File: config.mk
export PLATFORM = sky130hd
export DESIGN_NAME = tff_updown_counter
export DESIGN_NICKNAME = d
export VERILOG_FILES = /design/src/rtl/tff_updown_counter.sv
export SDC_FILE = /design/constraint.sdc
export NUM_CORES = 1
export LEC_CHECK = 0
export BUFFER_PORTS_ARGS = -buffer_cell sky130_fd_sc_hd__buf_2
export CAP_MARGIN = 25
export CORE_MARGIN = 2
export CORE_UTILIZATION = 40
export DETAILED_ROUTE_END_ITERATION = 7
export GPL_ROUTABILITY_DRIVEN = 0
export PLACE_DENSITY = 0.66
export SETUP_SLACK_MARGIN = 0.1
export SYNTH_ARGS = -nofsm -noshare
export SYNTH_HDL_FRONTEND = slang
export SYNTH_SLANG_ARGS = --single-unit
File: constraint.sdc
create_clock -name clk -period 4.6 [get_ports clk]
set_input_delay 0.92 -clock clk [delete_from_list [all_inputs] [get_ports clk]]
set_output_delay 0.92 -clock clk [all_outputs]
set_load 0.02 [all_outputs]
File: src/rtl/tff_updown_counter.sv
// WIDTH-bit bank of T flip-flops sequenced as a loadable up/down counter
// with programmable modulus, wrap/saturate limits and terminal-count flags.
module tff_updown_counter #(
  parameter int WIDTH    = 4,
  parameter int MAX_VAL  = 2**WIDTH - 1,
  parameter bit SATURATE = 1'b0
) (
  input  logic             clk,
  input  logic             rst,
  input  logic             clr,
  input  logic             load,
  input  logic [WIDTH-1:0] din,
  input  logic             en,
  input  logic             up,
  output logic [WIDTH-1:0] q,
  output logic             tc,
  output logic             wrap,
  output logic [WIDTH-1:0] toggles
);

  localparam logic [WIDTH-1:0] MAX_Q = WIDTH'(MAX_VAL);
  localparam logic [WIDTH-1:0] ONE   = WIDTH'(1);

  logic [WIDTH-1:0] next_q;
  logic             at_max;
  logic             at_min;
  logic             limit;

  assign at_max = (q == MAX_Q);
  assign at_min = (q == '0);

  // Required next value; the state bits only ever see it as a toggle mask.
  always_comb begin
    // NOTE: every output of this block gets a default first so no path
    // leaves it unassigned, which would otherwise infer a latch.
    next_q = q;
    limit  = 1'b0;
    if (clr) begin
      next_q = '0;
    end else if (load) begin
      next_q = (din > MAX_Q) ? MAX_Q : din;
    end else if (en) begin
      if (up) begin
        limit = at_max;
        if (!at_max)       next_q = q + ONE;
        else if (!SATURATE) next_q = '0;
      end else begin
        limit = at_min;
        if (!at_min)       next_q = q - ONE;
        else if (!SATURATE) next_q = MAX_Q;
      end
    end
  end

  // Flags are forced low while reset holds the bank at zero.
  assign tc      = limit & ~rst;
  assign toggles = rst ? '0 : (q ^ next_q);

  always_ff @(posedge clk or posedge rst) begin
    // NOTE: sequential state uses non-blocking assignments so every flop
    // samples pre-edge values regardless of statement order.
    if (rst) begin
      q    <= '0;
      wrap <= 1'b0;
    end else begin
      q    <= q ^ toggles;
      wrap <= tc;
    end
  end

endmodule

# Word-level counts from Yosys, hierarchy flattened

Cells that the tools add are included.
Widths: inputs -> output; s select.

Memory bits (read-only): 0
Latch bits: 0
Bits in writable memories: 0
Bits in registers: 5
Memories kept: 0
Logic and storage cells: 23
Bits of input ports: 10

Div/mod/pow operators: 0
Shift operators: 0
Bitwise operators: 4
$lt $le $gt $ge: 1
Muxes and demuxes: 12
Equal/unequal tests: 1
Add/subtract/negate cells: 2
Multiply operators: 0
Reductions and logical operators: 1

Operators with widths:

| operator            | number |
|---|---|
| $mux 4              | 8 |
| $xor 4x4->4         | 2 |
| $add 4x1->4 const B | 1 |
| $eq 4x4->1 const B  | 1 |
| $gt 4x4->1 const B  | 1 |
| $logic_not 4->1     | 1 |
| $mux 1              | 4 |
| $sub 4x1->4 const B | 1 |
| $and 1x1->1         | 1 |
| $not 1->1           | 1 |

# Logic depth before layout (Yosys ltp)

Depth after elaboration: 9
Mapped depth: 8
Gate-level depth less buffers: 7

# Worst setup path before layout

Ideal clock, no wire load.

Kind: in2out
From: input port up
To: output port toggles[3]
Arrival time: 2.269 ns
Setup slack: 1.411 ns
Cell stages on the path: 6
Buffers on the path: 1
Path through: clkbuf_1 > inv_1 > nand4_1 > o311ai_1 > and4_1 > or4_1

Longest elaborated chain between the ends: 6

RTL lines:

| item        | line | source |
|---|---|---|
| from (decl) | 14   | `input logic up,` |
| $mux 4      | 43   | `if (up) begin` |
| $mux 4      | 42   | `end else if (en) begin` |
| $mux 4      | 40   | `end else if (load) begin` |
| $mux 4      | 38   | `if (clr) begin` |
| $xor 4x4->4 | 57   | `assign toggles = rst ? '0 : (q ^ next_q);` |
| $mux 4      | 57   |  |
| to (decl)   | 18   | `output logic [WIDTH-1:0] toggles` |

No other way between the ends.

# Worst setup path in the final report

From: input port load
To: output port toggles[3]

Longest elaborated chain between the ends: 4

RTL lines:

| item        | line | source |
|---|---|---|
| from (decl) | 11   | `input logic load,` |
| $mux 4      | 40   |  |
| $mux 4      | 38   |  |
| $xor 4x4->4 | 57   |  |
| $mux 4      | 57   |  |

No other way between the ends.

==> impl_metrics.yaml <==
power:
  p_total_w: 0.000190
  internal-power_w: 0.000115
  pwr-share-seq_pct: 31.9
  p_sw_share_pct: 39.5
  p_comb_share_pct: 41.6
  power_switching_w: 0.0000751
  clock_power_share_pct: 26.5
  p_leak_nw: 0.335
  ir_worst_vdd_mv: 0.212
  powerDensity_nw_per_um2: 270
synthesis:
  yosys-top-cells-area: "dfrtp_1 21%, ha_1 6.3%, a21oi_1 5.1%"
  synth_edf_count: 0
  synthesis.nets: 92
  synth_flop_cell: "dfrtp_1"
  synth_area_per_cell_um2: 7.51
  synth_cell_types: 36
  netlist_instances: 79
  yosys_warnings: 0
  syn_area_um2: 593
  async_flop_share_pct: 100
  yosysSeqAreaShare_pct: 21.1
  yosysTopAreaCellShare_pct: 21.1
  synth_top_area_cell: "dfrtp_1"
  ys_ff_latch: 5
clock_network:
  insertion_delay_ps: 240
  root_buffer: "clkbuf_4"
  htreeDepth: 1
  cts_buffers: 3
  cts_buffer_depth: 2
  cts_tree: "yes"
  postCtsSetupBuffers: 0
  hold_buffers: 0
  clock-sinks: 5
  clk_pin_slew_worst_paths_ps: 40
  cts.repair.resized: 0
sta:
  max_slew_margin_pct: 74.4
  skew_ps: 0.302
  fmax_mhz: 290
  rsz0062_at_grt: "no"
  tightest_slew_ps: 384
  period_share_pct: 75.0
  final.min_clock_period_ps: 3450
  fin_setup_tns_ps: 0
  final_max_slew_viol_count: 0
  finalSetupViolations: 0
  hold_violations: 0
  setup_ws_ps: 1150
worst_setup_path:
  critPathCaptureType: "output port"
  crit_fanout: 11
  critPathLaunchType: "input pin"
  crit_type: "input pin to output port"
  slowest_stage: "or4_1"
  worst_ep_required_time_ps: 3680
  reg2reg_slack_ps: 2710
  cp.arrival_ps: 2530
  critPathMaxStageDelay_ps: 500
  ff2ff_path_depth: 6
  critPathMostFrequentCell: "buf_2"
  worstPathCellList: "buf_2, nor2b_1, nor3b_1, o311ai_1, and4_1, or4_1, buf_2"
global_routing:
  grt_pass1_wl_um: 2290
  grt_max_degree: 14
  overflow: 0
  track_usage_pct: 17.0
  grt_pass1_vias: 569
  grt_antenna_before_repair: 0
drt:
  antenna_left: 0
  dr.pass1.iters: 4
  drc_errors: 0
  via_per_inst: 5.61
  wirelength_um: 1430
  vias: 628
  drt-wirelength-per-cell_um: 12.8
  drt-initial-drc-count: 16
die:
  dieWidth_um: 42.5
  die_height_um: 42.5
  dieArea_um2: 1810
  num_io_pins: 20
  core_um2: 1350
  initial_utilization_pct: 43.9
  rows: 13
cells_and_area:
  finalNonFillerCells: 112
  n_antenna_cell: 0
  fin_nets: 111
  final_cell_mix: "19 x buf_2, 8 x inv_1, 6 x nand2_1, 6 x nor2_1, 6 x a21oi_1"
  layout_commonest_cell: "buf_2"
  syn_to_final_growth_pct: 18.8
  drive_gt1_share_pct: 27.8
  fin_area_um2: 704
placed_design:
  port_buffers: 19
  pre_cts_slack_ps: 1210
  place_hpwl_um: 1060
  placed_area_um2: 678
  dp_cells: 108
status:
  status: "complete, no violations"
min_path:
  hp-class: "flip-flop to flip-flop"
  min_path_cells: 1
run:
  cap_viol_max_count: 0
[cell families after synthesis]
| kind of cell | synth area share [%] |
|---|---|
| xor gates and xnor gates | 2.95 |
| and+or+nand+nor | 28.3 |
| buffers and inverters | 10.5 |
| adders and majority gates | 6.33 |
| AOI/OAI and AO/OA | 25.3 |
| muxes | 5.49 |
| DFF | 21.1 |
[routing by layer]
| metal | global-route usage (%) | part of all wire, % | up-vias |
|---|---|---|---|
| li1 | - | - | 323 |
| met4 | 4.38 | 1.3 | 0 |
| met3 | 8.19 | 6.4 | 2 |
| met1 | 18.1 | 44 | 280 |
| met5 | 0 | 0 | - |
| met2 | 29.8 | 49 | 23 |
[per-stage QoR]
step	util, %	hold WS, ps
floorplan	-	764
global placement	50.2	738
detailed placement	50.2	731
CTS	52.2	744
global route	52.2	776
finish	52.2	741
[worst max path at each step]
stage          startpoint          to  slack (ps)  cells after the start
2_1_floorplan          up  toggles[3]        1410                      6
3_3_place_gp         load  toggles[3]        1230                      7
3_5_place_dp         load  toggles[3]        1210                      7
4_1_cts              load  toggles[3]        1150                      7
5_1_grt              load  toggles[3]        1050                      7
6_report             load  toggles[3]        1150                      7
[worst max-delay path, delay by kind of cell]
| kind | cells | cell delay (ps) |
|---|---|---|
| and+or+nand+nor | 4 | 1100 |
| AOI/OAI and AO/OA | 1 | 180 |
| buffers and inverters | 2 | 330 |
[power groups by stage]
stage / clock network, W / logic, W / registers [W]
final: 0.0000504 / 0.0000790 / 0.0000606
after global placement: 0 / 0.0000777 / 0.0000614
after global routing: 0.0000556 / 0.0000876 / 0.0000622
after detailed placement: 0 / 0.0000785 / 0.0000613
after floorplan: 0 / 0.0000580 / 0.0000610
after CTS: 0.0000526 / 0.0000792 / 0.0000606
[final cells by class]
type | instances | area [um2]
Sequential cell | 5 | 125
Timing Repair Buffer | 19 | 95.1
Multi-Input combinational cell | 60 | 405
Tap cell | 15 | 18.8
Fill cell | 134 | 646
Clock buffer | 4 | 26.3
Inverter | 9 | 33.8
[cell usage after synthesis, types with 3 or more instances]
cell and instances:
dfrtp_1 5, inv_1 8, nor2_1 6, nand2b_1 3, nand2_1 6, a21oi_1 6, ha_1 3, o21ai_0 5
Note: power is estimated with default switching activity, not from simulation.
